==> src/rtl/hazard_ctrl.sv <==
// hazard_ctrl: pipeline hazard and mult/div occupancy controller.
//
// Detects load-use and mult/div hazards for the instruction in ID, turns
// them into PC / IF/ID / ID/EX control, and tracks the multi-cycle
// mult/div unit. A taken branch in EX takes priority over any stall.
//
// Ports
//   clk, rstn                 clock, synchronous active-low reset
//   id_rs, id_rt              ID source register numbers
//   id_use_rs, id_use_rt      ID instruction reads rs / rt
//   id_md_op                  ID instruction touches HI/LO or mult/div
//   ex_memread, ex_wreg       EX instruction is a load / its destination
//   ex_md_start, ex_md_div    EX starts a mult/div (div=1 selects divide)
//   ex_taken                  EX branch/jump resolved taken
//   pc_we, ifid_we            PC and IF/ID write enables
//   ifid_flush, idex_flush    IF/ID flush to nop, ID/EX bubble insert
//   md_busy, md_done          unit occupied / one-cycle result-valid pulse
//   stall_cnt, flush_cnt      wrapping performance counters
module hazard_ctrl #(
  parameter int MUL_CYC = 5,
  parameter int DIV_CYC = 10
) (
  input  logic        clk,
  input  logic        rstn,
  input  logic [4:0]  id_rs,
  input  logic [4:0]  id_rt,
  input  logic        id_use_rs,
  input  logic        id_use_rt,
  input  logic        id_md_op,
  input  logic        ex_memread,
  input  logic [4:0]  ex_wreg,
  input  logic        ex_md_start,
  input  logic        ex_md_div,
  input  logic        ex_taken,
  output logic        pc_we,
  output logic        ifid_we,
  output logic        ifid_flush,
  output logic        idex_flush,
  output logic        md_busy,
  output logic        md_done,
  output logic [31:0] stall_cnt,
  output logic [31:0] flush_cnt
);

  typedef enum logic [1:0] {
    IDLE     = 2'd0,
    MUL_BUSY = 2'd1,
    DIV_BUSY = 2'd2
  } state_t;

  // Counter reload values: the unit stays busy for cnt+1 cycles.
  localparam logic [7:0] MUL_LOAD = 8'(MUL_CYC - 1);
  localparam logic [7:0] DIV_LOAD = 8'(DIV_CYC - 1);

  state_t     state_q, state_d;
  logic [7:0] cnt_q, cnt_d;
  logic       done_d;
  logic       load_use;
  logic       md_stall;
  logic       stall;

  assign md_busy = (state_q != IDLE);

  assign load_use = ex_memread && (ex_wreg != 5'd0) &&
                    ((id_use_rs && (id_rs == ex_wreg)) ||
                     (id_use_rt && (id_rt == ex_wreg)));

  // A start in EX this cycle blocks an ID HI/LO access just like a busy unit.
  assign md_stall = id_md_op && (md_busy || ex_md_start);
  assign stall    = load_use || md_stall;

  always_comb begin
    state_d = state_q;
    cnt_d   = cnt_q;
    done_d  = 1'b0;
    case (state_q)
      IDLE: begin
        if (ex_md_start) begin
          if (ex_md_div) begin
            state_d = DIV_BUSY;
            cnt_d   = DIV_LOAD;
          end else begin
            state_d = MUL_BUSY;
            cnt_d   = MUL_LOAD;
          end
        end
      end
      MUL_BUSY, DIV_BUSY: begin
        // ex_md_start is deliberately ignored here: no restart or reload.
        if (cnt_q != 8'd0) begin
          cnt_d = cnt_q - 8'd1;
        end else begin
          state_d = IDLE;
          done_d  = 1'b1;
        end
      end
      default: begin
        state_d = IDLE;
        cnt_d   = 8'd0;
      end
    endcase
  end

  always_ff @(posedge clk) begin
    if (!rstn) begin
      state_q   <= IDLE;
      cnt_q     <= 8'd0;
      md_done   <= 1'b0;
      stall_cnt <= 32'd0;
      flush_cnt <= 32'd0;
    end else begin
      state_q <= state_d;
      cnt_q   <= cnt_d;
      md_done <= done_d;
      if (ex_taken) begin
        flush_cnt <= flush_cnt + 32'd1;
      end else if (stall) begin
        stall_cnt <= stall_cnt + 32'd1;
      end
    end
  end

  // Zero-latency pipeline control; held at free-run while in reset so the
  // pipeline registers can reset themselves.
  always_comb begin
    pc_we      = 1'b1;
    ifid_we    = 1'b1;
    ifid_flush = 1'b0;
    idex_flush = 1'b0;
    if (rstn) begin
      if (ex_taken) begin
        ifid_flush = 1'b1;
        idex_flush = 1'b1;
      end else if (stall) begin
        pc_we      = 1'b0;
        ifid_we    = 1'b0;
        idex_flush = 1'b1;
      end
    end
  end

endmodule

==> config.mk <==
export PLATFORM = sky130hd
export DESIGN_NAME = hazard_ctrl
export DESIGN_NICKNAME = d
export VERILOG_FILES = /design/src/rtl/hazard_ctrl.sv
export SDC_FILE = /design/constraint.sdc
export NUM_CORES = 1
export LEC_CHECK = 0
export ABC_AREA = 1
export CAP_MARGIN = 10
export CORE_AREA = 2 2 101 103
export DETAILED_ROUTE_END_ITERATION = 8
export DIE_AREA = 0 0 103 105
export HOLD_SLACK_MARGIN = 0.02
export PLACE_DENSITY = 0.77
export SYNTH_ARGS = -nofsm -noshare
export SYNTH_HDL_FRONTEND = slang
export SYNTH_SLANG_ARGS = --single-unit
==> constraint.sdc <==
create_clock -name clk -period 2.1 [get_ports clk]
set_input_delay 0.42 -clock clk [delete_from_list [all_inputs] [get_ports clk]]
set_output_delay 0.42 -clock clk [all_outputs]
set_load 0.05 [all_outputs]
==> results of run 1 <==
-- synth_stat cells (2+ instances only) --
library cell	n
o21ai_0	15
nor2_2	4
inv_2	6
nand2_2	3
buf_6	2
buf_12	2
a211oi_1	2
nor2_1	137
buf_1	2
and2_1	3
nor3_1	16
xnor2_1	7
nand4_1	16
nand2_1	145
dfxtp_1	75
a21oi_2	9
nand3b_1	2
a31oi_1	5
clkbuf_1	4
a21oi_1	39
buf_8	2
xor2_1	10
buf_2	6
and3_1	3
ha_1	6
inv_1	66
nand3_1	61
nor3b_1	2
-- logic make-up after synthesis --
family	Yosys count
simple gates	398
buf+inv	92
flops	75
compound gates	71
xor+xnor	17
fa+ha+maj	6
-- metal layers --
| layer | up-vias | global-route usage | wire (um) |
|---|---|---|---|
| met5 | - | 0 | 0 |
| met4 | 0 | 0.07519 | 208 |
| met3 | 21 | 0.03946 | 552 |
| met2 | 129 | 0.3595 | 5618 |
| met1 | 2127 | 0.2667 | 4982 |
| li1 | 2333 | - | - |
-- where the power goes --
group	total (mW)	switching, mW	internal [mW]
clock network	1.14	0.536	0.605
registers	1.61	0.0872	1.53
logic	1.37	0.836	0.537
-- worst paths after layout --
path                               startpoint            end  slack, ns  cells past startpoint
worst max-delay path            stall_cnt[20]  stall_cnt[20]       0.04                      1
worst min-delay path                     rstn     state_q[1]       0.43                      3
worst max register to register     state_q[1]  stall_cnt[13]       0.30                     12
worst min register to register   flush_cnt[8]   flush_cnt[8]       0.48                      2
-- metrics by stage --
stage / setup TNS [ns] / utilization / cell area, um2 / hold slack, ns
final: 0 / 0.5911 / 5698 / 0.4293
after global routing: 0 / 0.5911 / 5698 / 0.4271
after CTS: -0.003563 / 0.5832 / 5622 / 0.4229
after detailed placement: -4.150 / 0.5617 / 5414 / 0.4642
after global placement: -0.5950 / 0.5617 / 5414 / 0.4613
after floorplan: -0.1752 / - / 4298 / 0.4511
-- final cells by class --
cell class	count	area (um2)	share of cell area
clock inverter	4	50.05	0.008783
sequential	75	1504	0.2639
clock buffer	11	151.4	0.02657
multi-input combinational	492	2394	0.4201
tap	133	166.4	0.02921
timing repair buffer	114	1155	0.2027
inverter	73	277.8	0.04875
-- what timing repair did --
item                       in CTS  in global routing
pin swaps                      10                 10
hold buffers                    0                  0
gates resized for setup        21                 23
cloned                          0                  0
buffers inserted                0                  2
setup endpoints to repair       3                 15
-- flip-flops by register name, indices dropped and copies added (netlist names) --
name,flops
cnt_q,8
flush_cnt,32
md_done,1
stall_cnt,32
state_q,2
==> results.tsv, run 1 <==
metric	value	unit
status	finished, final reports clean	
cp_slowest_cell	clkdlybuf4s50_1	
ioPinCount	94	
synth_area_leaders	dfxtp_1 35%, nand2_1 13%, nor2_1 12%, nand3_1 7.1%, inv_1 5.8%	
rows	36	
routed_wl	11.36	mm
finClkSkew	0.009643	ns
power_density	724.7	nW/um2
gp_congestion	0.9298	
antenna_found_initial	0	
clock_path_buffers	2	
ys_dominant_reg_cell	dfxtp_1	
critical_path.n_buffers_inverters	1	
dpl.hpwl	8.544	mm
track_usage	0.2128	
die_y	105	um
route.vias.total	4610	
hold_viol	0	
worstPathMaxFanout	6	
root_buffer	clkbuf_8	
hold_class	in2reg	
fmax	0.4865	GHz
rsz0062_at_grt	no	
die_x	103	um
path_cells	clkdlybuf4s50_1	
fp.dieArea	10820	um2
setup_ws	0.04454	ns
layout_min_cycle_time	2.055	ns
min_period_over_period	0.9788	
synthMuxAreaShare	0	
maxCapViolCount	0	
place_inst	885	
setup_violations	0	
synth_nets	689	
synthAdderAreaFrac	0.01757	
synth_area	4272	um2
slew-limit-headroom	0.6510	
slew_violations	0	
grt_pass1_vias	4306	
initial_utilization	0.4431	
place_ws	-0.1578	ns
max_stage_delay	0.85	ns
leakage	2.473	nW
synthXorXnorAreaFrac	0.03486	
synth_top_family_by_area	simple AND/OR/NAND/NOR gates	
antenna_cells	0	
fin_cells	902	
cts_tree	built	
cpLargestDelayFamily	buffers and inverters	
synth.top_cell.area_share	0.3515	
core_area	9639	um2
wl_per_cell	12.60	um
layout_common_cells	143 x nand2_1, 137 x nor2_1, 73 x dfxtp_1, 62 x inv_1, 60 x nand3_1	
end_kind	output port	
drive_gt1_frac	0.1040	
drt_pass1_iterations	5	
cts.clk_slew.worst_paths	0.08	ns
htree_num_levels	3	
clkSinkCount	75	
worstSetupStartpointType	flop	
synth_edf_count	0	
fillers	924	
fin_nets	795	
cp.required	1.68	ns
drc	0	
final_common_cell	nand2_1	
ys_warn_count	0	
ir_drop	1.060	mV
ys_seq_elements	75	
yosysTopAreaCell	dfxtp_1	
antenna_left	0	
clkLatencyLatePin	0.35	ns
portBuffers	93	
synth.avg_cell_area	6.482	um2
grt_max_degree	39	
path_class	reg2out	
post_synth_and_or_nand_nor_area_fraction	0.4022	
synth_cell_type_count	37	
synth_compound_gate_area_share	0.09402	
cp.arrival	1.64	ns
seq_area_frac_synth	0.3515	
ys_async_sr_fraction	0	
numCtsBuffers	9	
synth_cells	659	
p_total	4.129	mW
syn_to_final_growth	33.39	%
via_per_inst	5.111	
grt_remaining_overflow	0	
worstMarginPinSlew	0.5219	ns
grt_pass1_wl	18.83	mm
detail_route.iter0.violations	159	
Power figures use the tool's default switching activity.
==> run 2: changes to the inputs <==
ABC_AREA = default   (was 1)
CORE_AREA = 2 2 94 96   (was 2 2 101 103)
DIE_AREA = 0 0 96 98   (was 0 0 103 105)
PLACE_DENSITY = 0.79   (was 0.77)
==> run 2 against run 1 <==
The flow now finishes with violations (setup timing). Global-route usage is 0.52 points lower. Critical endpoint is now pc_we. Sequential power is essentially flat. Critical path depth is 5 higher.
==> results.tsv, run 2 <==
metric	value	unit
status	finished, violations left	
violations	setup timing	
ys_async_sr_fraction	0	
fp.dieArea	9408	um2
slew-limit-headroom	0.6429	
p_total	4.110	mW
cts.clk_slew.worst_paths	0.08	ns
layout_min_cycle_time	2.192	ns
hold_viol	0	
synth_area	3647	um2
via_per_inst	5.408	
multi_input_area	2108	um2
r2r_start	state_q[1]	
ys_seq_elements	75	
min_period_over_period	1.044	
r2r-end	state_q[0]	
seq_area_frac_synth	0.4117	
ir_drop	0.4703	mV
gp_congestion	0.8333	
hold_class	in2reg	
regArea	1545	um2
die_y	98	um
synth_cells	446	
worstPathMaxFanout	2	
synth_cell_type_count	37	
end_kind	output port	
path_class	in2out	
cts_tree	built	
grt_pass1_wl	15.82	mm
worstMarginPinSlew	0.5340	ns
layout_common_cells	65 x clkdlybuf4s50_1, 50 x nor2_1, 48 x dfxtp_1, 43 x buf_4, 38 x a21oi_1	
power_density	767.0	nW/um2
yosysTopAreaCell	dfxtp_1	
root_buffer	clkbuf_8	
drive_gt1_frac	0.2055	
synth_edf_count	0	
clkLatencyLatePin	0.34	ns
final_util	0.6330	
ys_dominant_reg_cell	dfxtp_1	
rows	34	
leakage	1.954	nW
maxCapViolCount	0	
whs	0.4695	ns
worstSetupStartpointType	primary input	
synth.avg_cell_area	8.178	um2
wl_per_cell	14.39	um
portBuffers	93	
core_area	8466	um2
grt_pass1_vias	3486	
slew_violations	0	
synth_nets	476	
rsz0062_at_grt	yes	
syn_to_final_growth	46.93	%
setup_violations	3	
routed_wl	9.885	mm
htree_num_levels	3	
antenna_found_initial	0	
fmax	0.4562	GHz
drt_pass1_iterations	5	
antenna_cells	0	
r2r_slack	0.06	ns
detail_route.iter0.violations	97	
cp-endpoint	pc_we	
grt_max_degree	61	
route.vias.total	3715	
grt_remaining_overflow	0	
final_common_cell	clkdlybuf4s50_1	
initial_utilization	0.4308	
ys_warn_count	0	
clock_path_buffers	2	
clkSinkCount	75	
top_regs	flush_cnt x32, stall_cnt x32, cnt_q x8	
ctsHoldBuffers	0	
finClkSkew	0.007539	ns
cp.arrival	1.77	ns
reg2reg_depth	14	
cp.required	1.68	ns
antenna_left	0	
die_x	96	um
startpoint	ex_wreg[3]	
ioPinCount	94	
synth.top_cell.area_share	0.4117	
synth_area_leaders	dfxtp_1 41%, xor2_1 6.5%, a21oi_1 5.5%, nor2_1 5.2%, or3_1 3.9%	
numCtsBuffers	9	
synth.most_common_cell	dfxtp_1	
drc	0	
fillers	706	
fin_nets	604	
yosys-top-cells-count	75 x dfxtp_1, 51 x nor2_1, 40 x a21oi_1	
dpl.hpwl	6.695	mm
setup_ws	-0.09198	ns
track_usage	0.2076	
## run 2: changes by cell type after synthesis, sizes merged, moves of 10 or more
cell / change
nand3: -33
nor2: -91
nor3: -10
xor2: +17
nand2: -110
o31ai: +12
inv: -58
or3: +24
or4: +13
buf: -10
## run 2: kinds of logic (layout without fill, tap and decap cells)
| family | count (synthesis) | in the layout | share of synthesized area |
|---|---|---|---|
| fa+ha+maj | 6 | 6 | 0.02058 |
| buf+inv | 31 | 164 | 0.03431 |
| xor+xnor | 43 | 43 | 0.1033 |
| flops | 75 | 75 | 0.4117 |
| simple gates | 204 | 204 | 0.2909 |
| compound gates | 82 | 82 | 0.1256 |
| mux | 5 | 5 | 0.01372 |
## run 2: how the worst min path moves through the flow
stage,from,to,depth (start not counted)
final,ex_md_start,cnt_q[2],4
after global routing,ex_md_start,cnt_q[2],4
after CTS,stall_cnt[15],stall_cnt[15],2
after detailed placement,stall_cnt[15],stall_cnt[15],2
after global placement,stall_cnt[19],stall_cnt[19],2
after floorplan,cnt_q[3],cnt_q[3],2
## run 2: metrics by stage
step	area, um2	setup TNS [ns]	setup slack, ns	instances
after global routing	5359	-0.3988	-0.1245	687
after CTS	5233	-0.2291	-0.1050	682
after floorplan	3720	-0.7031	-0.3221	446
final	5359	-0.2250	-0.09198	687
after global placement	4911	-14.02	-0.5331	655
after detailed placement	4911	-16.15	-0.5482	655
## run 2: layout make-up
class	instances	area share
sequential	75	0.2883
multi-input combinational	340	0.3934
timing repair buffer	134	0.2407
clock buffer	12	0.02895
clock inverter	4	0.01354
inverter	14	0.009806
tap	108	0.02522
## run 2: worst max-delay path: stages
cell,delay [ns]
buf_6,0.10
or4_4,0.52
o21a_4,0.22
a31oi_4,0.18
or2_4,0.19
buf_12,0.14
## run 2: repair_timing
action,in CTS,in global routing
gates resized for setup,44,17
endpoints found under the setup margin,33,21
endpoints found under the hold margin,0,0
pin swaps,22,10
setup buffers,12,4
cloned,0,1
## run 2: metal layers
metal / routed length, um / GRT usage
met1: 4186 / 0.2536
met4: 109 / 0.06593
met2: 4972 / 0.3515
met3: 617 / 0.05401
met5: 0 / 0
## run 2: power by group
part           internal (mW)  switching [mW]
Combinational          0.558           0.688
Clock                  0.733           0.525
Sequential              1.52          0.0881
Total                   2.81            1.30
==> run 3: changes to the inputs <==
SLEW_MARGIN = 10   (was default)
==> results of run 3 <==
Final layout, timing and power as in run 2 (identical DEF).
